<file path="src/rtl/cpu_types_pkg.sv">
// Shared CPU types: ALU operation/word types plus the ALU arbiter state, request
// vector and requester count.
package cpu_types_pkg;

    typedef logic [31:0] word_t;

    typedef enum logic [3:0] {
        ALU_ADD = 4'd0,
        ALU_SUB = 4'd1,
        ALU_AND = 4'd2,
        ALU_OR  = 4'd3,
        ALU_XOR = 4'd4,
        ALU_SLL = 4'd5,
        ALU_SRL = 4'd6,
        ALU_SLT = 4'd7
    } aluop_t;

    typedef enum logic [1:0] {
        IDLE = 2'd0,
        EXEC = 2'd1,
        RESP = 2'd2
    } arb_state_t;

    typedef logic [1:0] req_vec_t;

    localparam int ARB_REQS = 2;
    // Wide enough for MAX_WAIT up to 15.
    localparam int STARVE_W = 4;

endpackage

</file>
<file path="src/rtl/alu_arb_grant.sv">
// Combinational one-hot grant selection for the two ALU requesters.
// ALU_ARB_RR_EN selects round-robin; otherwise fixed priority with a starvation guard.
module alu_arb_grant
    import cpu_types_pkg::*;
`ifndef ALU_ARB_RR_EN
#(
    parameter int MAX_WAIT = 4
)
`endif
(
    input  req_vec_t              req_valid,
`ifdef ALU_ARB_RR_EN
    input  logic                  rr_ptr,
`else
    input  logic [STARVE_W-1:0]   starve_cnt,
`endif
    output req_vec_t              grant
);

    always_comb begin
        grant = '0;
        if (req_valid == 2'b11) begin
`ifdef ALU_ARB_RR_EN
            grant = rr_ptr ? 2'b10 : 2'b01;
`else
            // req1 is only forced through once it has been passed over MAX_WAIT times.
            grant = (starve_cnt == STARVE_W'(MAX_WAIT)) ? 2'b10 : 2'b01;
`endif
        end else begin
            grant = req_valid;
        end
    end

endmodule

</file>
<file path="src/rtl/alu_arbiter.sv">
// Shares one ALU between two requesters: grant, register operands, capture the
// result one cycle later and return it over a valid/ready response.
// Optional macro ALU_ARB_RR_EN switches the grant policy to round-robin.
module alu_arbiter
    import cpu_types_pkg::*;
#(
    parameter int MAX_WAIT = 4
)
(
    input  logic        CLK,
    input  logic        nRST,
    input  req_vec_t    req_valid,
    output req_vec_t    req_ready,
    input  aluop_t      req_op0,
    input  aluop_t      req_op1,
    input  word_t       req_a0,
    input  word_t       req_a1,
    input  word_t       req_b0,
    input  word_t       req_b1,
    output req_vec_t    rsp_valid,
    input  req_vec_t    rsp_ready,
    output word_t       rsp_out,
    output logic [2:0]  rsp_flags,
    output aluop_t      alu_op,
    output word_t       alu_a,
    output word_t       alu_b,
    input  word_t       alu_out,
    input  logic        alu_zero,
    input  logic        alu_overflow,
    input  logic        alu_negative,
    output logic        busy
);

    if (MAX_WAIT < 1 || MAX_WAIT > 15) begin : g_bad_max_wait
        $error("alu_arbiter: MAX_WAIT must be in 1..15");
    end

    arb_state_t state_reg;
    logic       owner_reg;
    req_vec_t   grant;

`ifdef ALU_ARB_RR_EN
    logic rr_ptr_reg;

    alu_arb_grant u_grant (
        .req_valid (req_valid),
        .rr_ptr    (rr_ptr_reg),
        .grant     (grant)
    );
`else
    logic [STARVE_W-1:0] starve_cnt_reg;

    alu_arb_grant #(.MAX_WAIT(MAX_WAIT)) u_grant (
        .req_valid  (req_valid),
        .starve_cnt (starve_cnt_reg),
        .grant      (grant)
    );
`endif

    assign req_ready = (state_reg == IDLE) ? grant : '0;
    assign busy      = (state_reg != IDLE);

    always_ff @(posedge CLK or negedge nRST) begin
        if (!nRST) begin
            state_reg      <= IDLE;
            owner_reg      <= 1'b0;
            rsp_valid      <= '0;
            rsp_out        <= '0;
            rsp_flags      <= '0;
            alu_op         <= ALU_ADD;
            alu_a          <= '0;
            alu_b          <= '0;
`ifdef ALU_ARB_RR_EN
            rr_ptr_reg     <= 1'b0;
`else
            starve_cnt_reg <= '0;
`endif
        end else begin
            case (state_reg)
                IDLE: begin
                    if (grant != '0) begin
                        owner_reg <= grant[1];
                        alu_op    <= grant[1] ? req_op1 : req_op0;
                        alu_a     <= grant[1] ? req_a1  : req_a0;
                        alu_b     <= grant[1] ? req_b1  : req_b0;
                        state_reg <= EXEC;
`ifdef ALU_ARB_RR_EN
                        // Prefer whichever requester did not just win.
                        rr_ptr_reg <= grant[0];
`else
                        if (grant[1]) begin
                            starve_cnt_reg <= '0;
                        end else if (req_valid == 2'b11 &&
                                     starve_cnt_reg != STARVE_W'(MAX_WAIT)) begin
                            starve_cnt_reg <= starve_cnt_reg + 1'b1;
                        end
`endif
                    end
                end
                EXEC: begin
                    rsp_out   <= alu_out;
                    rsp_flags <= {alu_negative, alu_overflow, alu_zero};
                    rsp_valid <= owner_reg ? 2'b10 : 2'b01;
                    state_reg <= RESP;
                end
                RESP: begin
                    if (rsp_ready[owner_reg]) begin
                        rsp_valid <= '0;
                        state_reg <= IDLE;
                    end
                end
                default: begin
                    state_reg <= IDLE;
                end
            endcase
        end
    end

endmodule

</file>
<file path="config.mk">
export PLATFORM = sky130hd
export DESIGN_NAME = alu_arbiter
export DESIGN_NICKNAME = d
export VERILOG_FILES = /design/src/rtl/cpu_types_pkg.sv /design/src/rtl/alu_arb_grant.sv /design/src/rtl/alu_arbiter.sv
export SDC_FILE = /design/constraint.sdc
export NUM_CORES = 1
export LEC_CHECK = 0
export CAP_MARGIN = 40
export CORE_AREA = 3 3 110 112
export DETAILED_ROUTE_END_ITERATION = 8
export DIE_AREA = 0 0 113 115
export DONT_BUFFER_PORTS = 1
export GPL_ROUTABILITY_DRIVEN = 1
export PLACE_DENSITY_LB_ADDON = 0.25
export SLEW_MARGIN = 30
export SYNTH_ARGS = -nofsm -noshare
export SYNTH_HDL_FRONTEND = slang
export SYNTH_SLANG_ARGS = --single-unit
</file>
<file path="constraint.sdc">
create_clock -name CLK -period 2.7 [get_ports CLK]
set_clock_uncertainty 0.2 [all_clocks]
set_input_delay 0.405 -clock CLK [delete_from_list [all_inputs] [get_ports CLK]]
set_output_delay 0.405 -clock CLK [all_outputs]
set_load 0.05 [all_outputs]
</file>
### Word level (Yosys, flattened, before mapping)

Index checks and enable logic that the tools add are counted.

* add/sub/neg operators: 1
* multiplexer cells: 15
* equal/unequal tests: 7
* reduce and logical (&&, ||, !) cells: 10
* $lt $le $gt $ge: 1

Operator list (number)
* two-way mux 32 bit: 2
* two-way mux 2 bit: 6
* two-way mux 4 bit: 3
* nonzero test 2 bit: 4
* case mux 2 bit (3 select lines): 1
* AND reduction 2 bit: 3
* adder 4 x 1 -> 4 bit (second input constant): 1
* == test 2 bit (second input constant): 2
* == test 4 x 3 -> 1 bit (second input constant): 1
* != test 4 x 3 -> 1 bit (second input constant): 1
* case mux 2 bit (2 select lines): 1
* AND reduction 3 bit: 1
* == test 2 x 1 -> 1 bit (second input constant): 1
* logical NOT 2 bit: 1
* < comparator 1 x 2 -> 1 bit (second input constant): 1
* two-way mux 1 bit: 2
* != test 2 x 1 -> 1 bit (second input constant): 1
* != test 2 bit (second input constant): 1
* logical AND 1 bit: 1

* input port bits: 177
* logic and storage cells: 43
* output and inout bits: 108
* flip-flop bits (word level): 112

### Depth between registers and ports, before layout

* word-level depth: 6
* depth in mapped cells: 7
* mapped depth without buffers: 5

### Hierarchy

Synthesis repeated with hierarchy kept, for this count alone.

* cell total of the unflattened synthesis: 429
* area, all modules: 5286.3 µm²

Modules (own cells, without submodules)
* alu_arbiter: times used 1, cells an instance 425, seq. area each 2802.7 µm², area each 5246.3 µm²
* alu_arb_grant: times used 1, cells an instance 4, seq. area each 0.0 µm², area each 40.0 µm²

### Worst setup path after synthesis

OpenSTA, ideal clock, no wires.

* kind: reg-to-output
* from: reg starve_cnt_reg[0]
* to: out req_ready[1]
* cell stages (with the launch flop): 6
* arrival: 1.549 ns
* path slack: 0.546 ns
* buffers on the path: 0
* data required time: 2.095 ns
* cells stage by stage: dfrtp_1 -> inv_1 -> ha_1 -> and3b_1 -> nor2_1 -> nor2_1

* cells in the longest elaborated chain, start to end: 4

RTL lines
* from (decl): line alu_arbiter.sv:51 `logic [STARVE_W-1:0] starve_cnt_reg;`
* from (signal assigned): line alu_arbiter.sv:95 `starve_cnt_reg <= starve_cnt_reg + 1'b1;`
* == test 4 x 3 -> 1 bit: line alu_arb_grant.sv:27 `grant = (starve_cnt == STARVE_W'(MAX_WAIT)) ? 2'b10 : 2'b01;`
* two-way mux 2 bit: line alu_arb_grant.sv:27
* two-way mux 2 bit: line alu_arb_grant.sv:22 `if (req_valid == 2'b11) begin`
* two-way mux 2 bit: line alu_arbiter.sv:60 `assign req_ready = (state_reg == IDLE) ? grant : '0;`
* to (decl): line alu_arbiter.sv:13 `output req_vec_t req_ready,`

Every way passes these cells.

### Final worst setup path

Same ends and word-level chain as after synthesis.

==> impl_results.md <==
* First-pass GRT wire length at 23.4 mm
* Synth top area share at 48.4%
* Switch share at 57.3%
* P_int at 4.27 mW
* Post-route ant nets at 0
* Post-synth top area cell: dfrtp_1
* Failing checks: hold timing
* N_diodes at 0
* RSZ-0062 raised after global routing: false
* Post_cts resized at 0
* Area grow syn2layout at 10.6%
* Power per cell area at 1560 nW/µm²
* Met3 Usage GRT at 7.53%
* Core Region at 11300 µm²
* DRC at 0
* Vias/cell at 6.22
* Final Max Tran Viols at 0
* Synth warn at 0
* Primary FF master, synth: dfrtp_1
* Most frequent cells in the layout: dfrtp_1, nand2_1, inv_1
* Largest net degree at the start of global routing at 113
* Fin Setup TNS at 0 ps
* Hold Crit Class: in -> async
* Cell variety after synth at 33
* Synth Register Bits at 112
* Top Registers: alu_a: 32 flops, alu_b: 32 flops, rsp_out: 32 flops
* CTS HTree Levels at 3
* Met2 Usage GRT at 38.2%
* Fin util at 56.6%
* Worst slew pin tran at 735 ps
* NetSw at 5.74 mW
* Post-DP HPWL at 10.2 mm
* Total GRT Usage at 22.4%
* Fin crit period at 2370 ps
* Vias in the first global route at 4545
* Die width at 113 µm
* Leakage at 2.77 nW
* Ys async rst share at 100%
* Seq/Total Area, Yosys at 48.4%
* # hold bufs at CTS at 35
* Type of the worst setup path: reg -> out
* Setup crit start kind: register
* # rows at 39
* Crit path max fanout at 4
* Share of power burned in registers at 57.5%
* Initial Util at 51.1%
* Port Buffers at 0
* Clk_lat worst skew at 340 ps
* Final WL at 15.4 mm
* Die Area at 13000 µm²
* Worst vdd ir at 0.847 mV
* Slew HR at 51.0%
* Final Hold Viols at 112
* # Post-CTS Setup Buffers at 0
* Cts bufs inserted at 9
* Number of flops mapped to enable cells by yosys at 0
* CTS root buffer: clkbuf_16
* Final hold slack at -450 ps
* Die H at 115 µm
* CTS tree: done
* Via count at 4627
* Share of cells above drive strength 1 at 14.1%
* Gate power share at 29.8%
* Area contributors post-synth: dfrtp_1, o221ai_2, nand4_1
* Num ports at 285
* Global route hottest layer: met2
* 1st-pass router iterations at 4
* Period utilization at 87.8%
* Syn_area_per_cell at 9.62 µm²
* Initial antenna violation count at 0
* Setup crit end kind: output pin
* Sink Count at 112
* Worst-path clk slew at 80 ps
* DR WL/cell at 20.7 µm
* Mapped Cells at 602
* Arr. time, crit path at 1770 ps
* Final Net Count at 775
* Netlist Area Pre-Place at 5790 µm²
* Mapped Nets at 781
* DRT iter0 DRCs at 269
* Final setup viols at 0
* Clock Power Share at 12.7%
* Met1 Usage GRT at 26.0%
* Clock Path Buffers at 2
* Most common cell after layout, fill and taps aside: dfrtp_1
* CP Data Required Time at 2100 ps
* Max-cap violations at 0
* Max Fclk at 422 MHz
* Status: finished with violations
* Total gr overflow at 0
* Final GP Congestion at 0.778
-- stage by stage --
step                      area, µm²  instances  power, mW  hold slack, ps  setup slack, ps
after floorplan                5790        602       8.20           -90.6              546
after global placement         5770        693       8.61           -87.9              636
after detailed placement       5770        693       8.78           -88.3              588
after CTS                      6400        744       10.1            -465              312
after global routing           6400        744       10.6            -469              216
final                          6400        744       10.0            -450              330
-- synth_stat cells, types with 2 or more instances --
cell and number:
dfrtp_1 112, nand2_1 110, inv_1 73, nand4_1 70, nand3_1 69, o221ai_2 50, clkbuf_1 30, buf_2 20
o221ai_1 18, buf_6 10, a21oi_1 4, buf_4 3, nand2b_1 3, nand3b_1 3, nor2b_1 3, ha_1 2
nand4b_1 2, nor2_1 2, nor3_1 2, o22ai_1 2, o311ai_1 2
-- cell families (layout without fill, tap and decap cells) --
| kind of cell | Yosys count | in the layout | synth area share, % |
|---|---|---|---|
| AND/OR/NAND/NOR | 272 | 272 | 23.4 |
| buffers and inverters | 137 | 136 | 10.8 |
| flip-flops | 112 | 112 | 48.4 |
| adder cells (fa/ha/maj) | 2 | 2 | 0.432 |
| AO/OA/AOI/OAI | 79 | 79 | 16.9 |
-- worst paths after layout --
check | from | endpoint | slack [ps] | depth (start not counted)
worst max-delay path | starve_cnt_reg[0] | req_ready[1] | 330 | 6
worst min-delay path | nRST | rsp_out[25] | -450 | 0
worst max register to register | state_reg[1] | alu_a[2] | 610 | 4
worst min register to register | starve_cnt_reg[3] | starve_cnt_reg[3] | 350 | 1
max in group asynchronous | nRST | alu_op[0] | 2590 | 0
min in group CLK | req_a0[7] | alu_a[7] | 40 | 2
-- metal layers --
| metal | wire, µm | vias to the layer above |
|---|---|---|
| met3 | 1450 | 32 |
| met1 | 5680 | 2265 |
| met4 | 453 | 0 |
| met5 | 0 | - |
| li1 | - | 2123 |
| met2 | 7830 | 207 |
-- power groups by stage --
stage / Combinational [mW] / Sequential [mW] / Clock, mW
global placement: 2.82 / 5.79 / 0
CTS: 3.01 / 5.78 / 1.30
floorplan: 2.66 / 5.54 / 0
finish: 2.99 / 5.76 / 1.27
detailed placement: 2.96 / 5.82 / 0
global route: 3.35 / 5.86 / 1.36
-- worst max-delay path: stages (launching register included) --
cell and delay (ps):
dfrtp_1 420, inv_1 120, ha_1 180, and3b_1 270
nor2_1 90, nor2_1 130, buf_4 220
-- area by class of cell --
class | count | area, µm²
clock buffers | 9 | 225
clock inverters | 7 | 55.1
well taps | 143 | 179
flip-flops and latches | 112 | 2800
inverters | 74 | 278
fillers | 976 | 4920
multi-input cells | 353 | 2380
repair buffers | 46 | 483
Power figures use the tool's default switching activity.
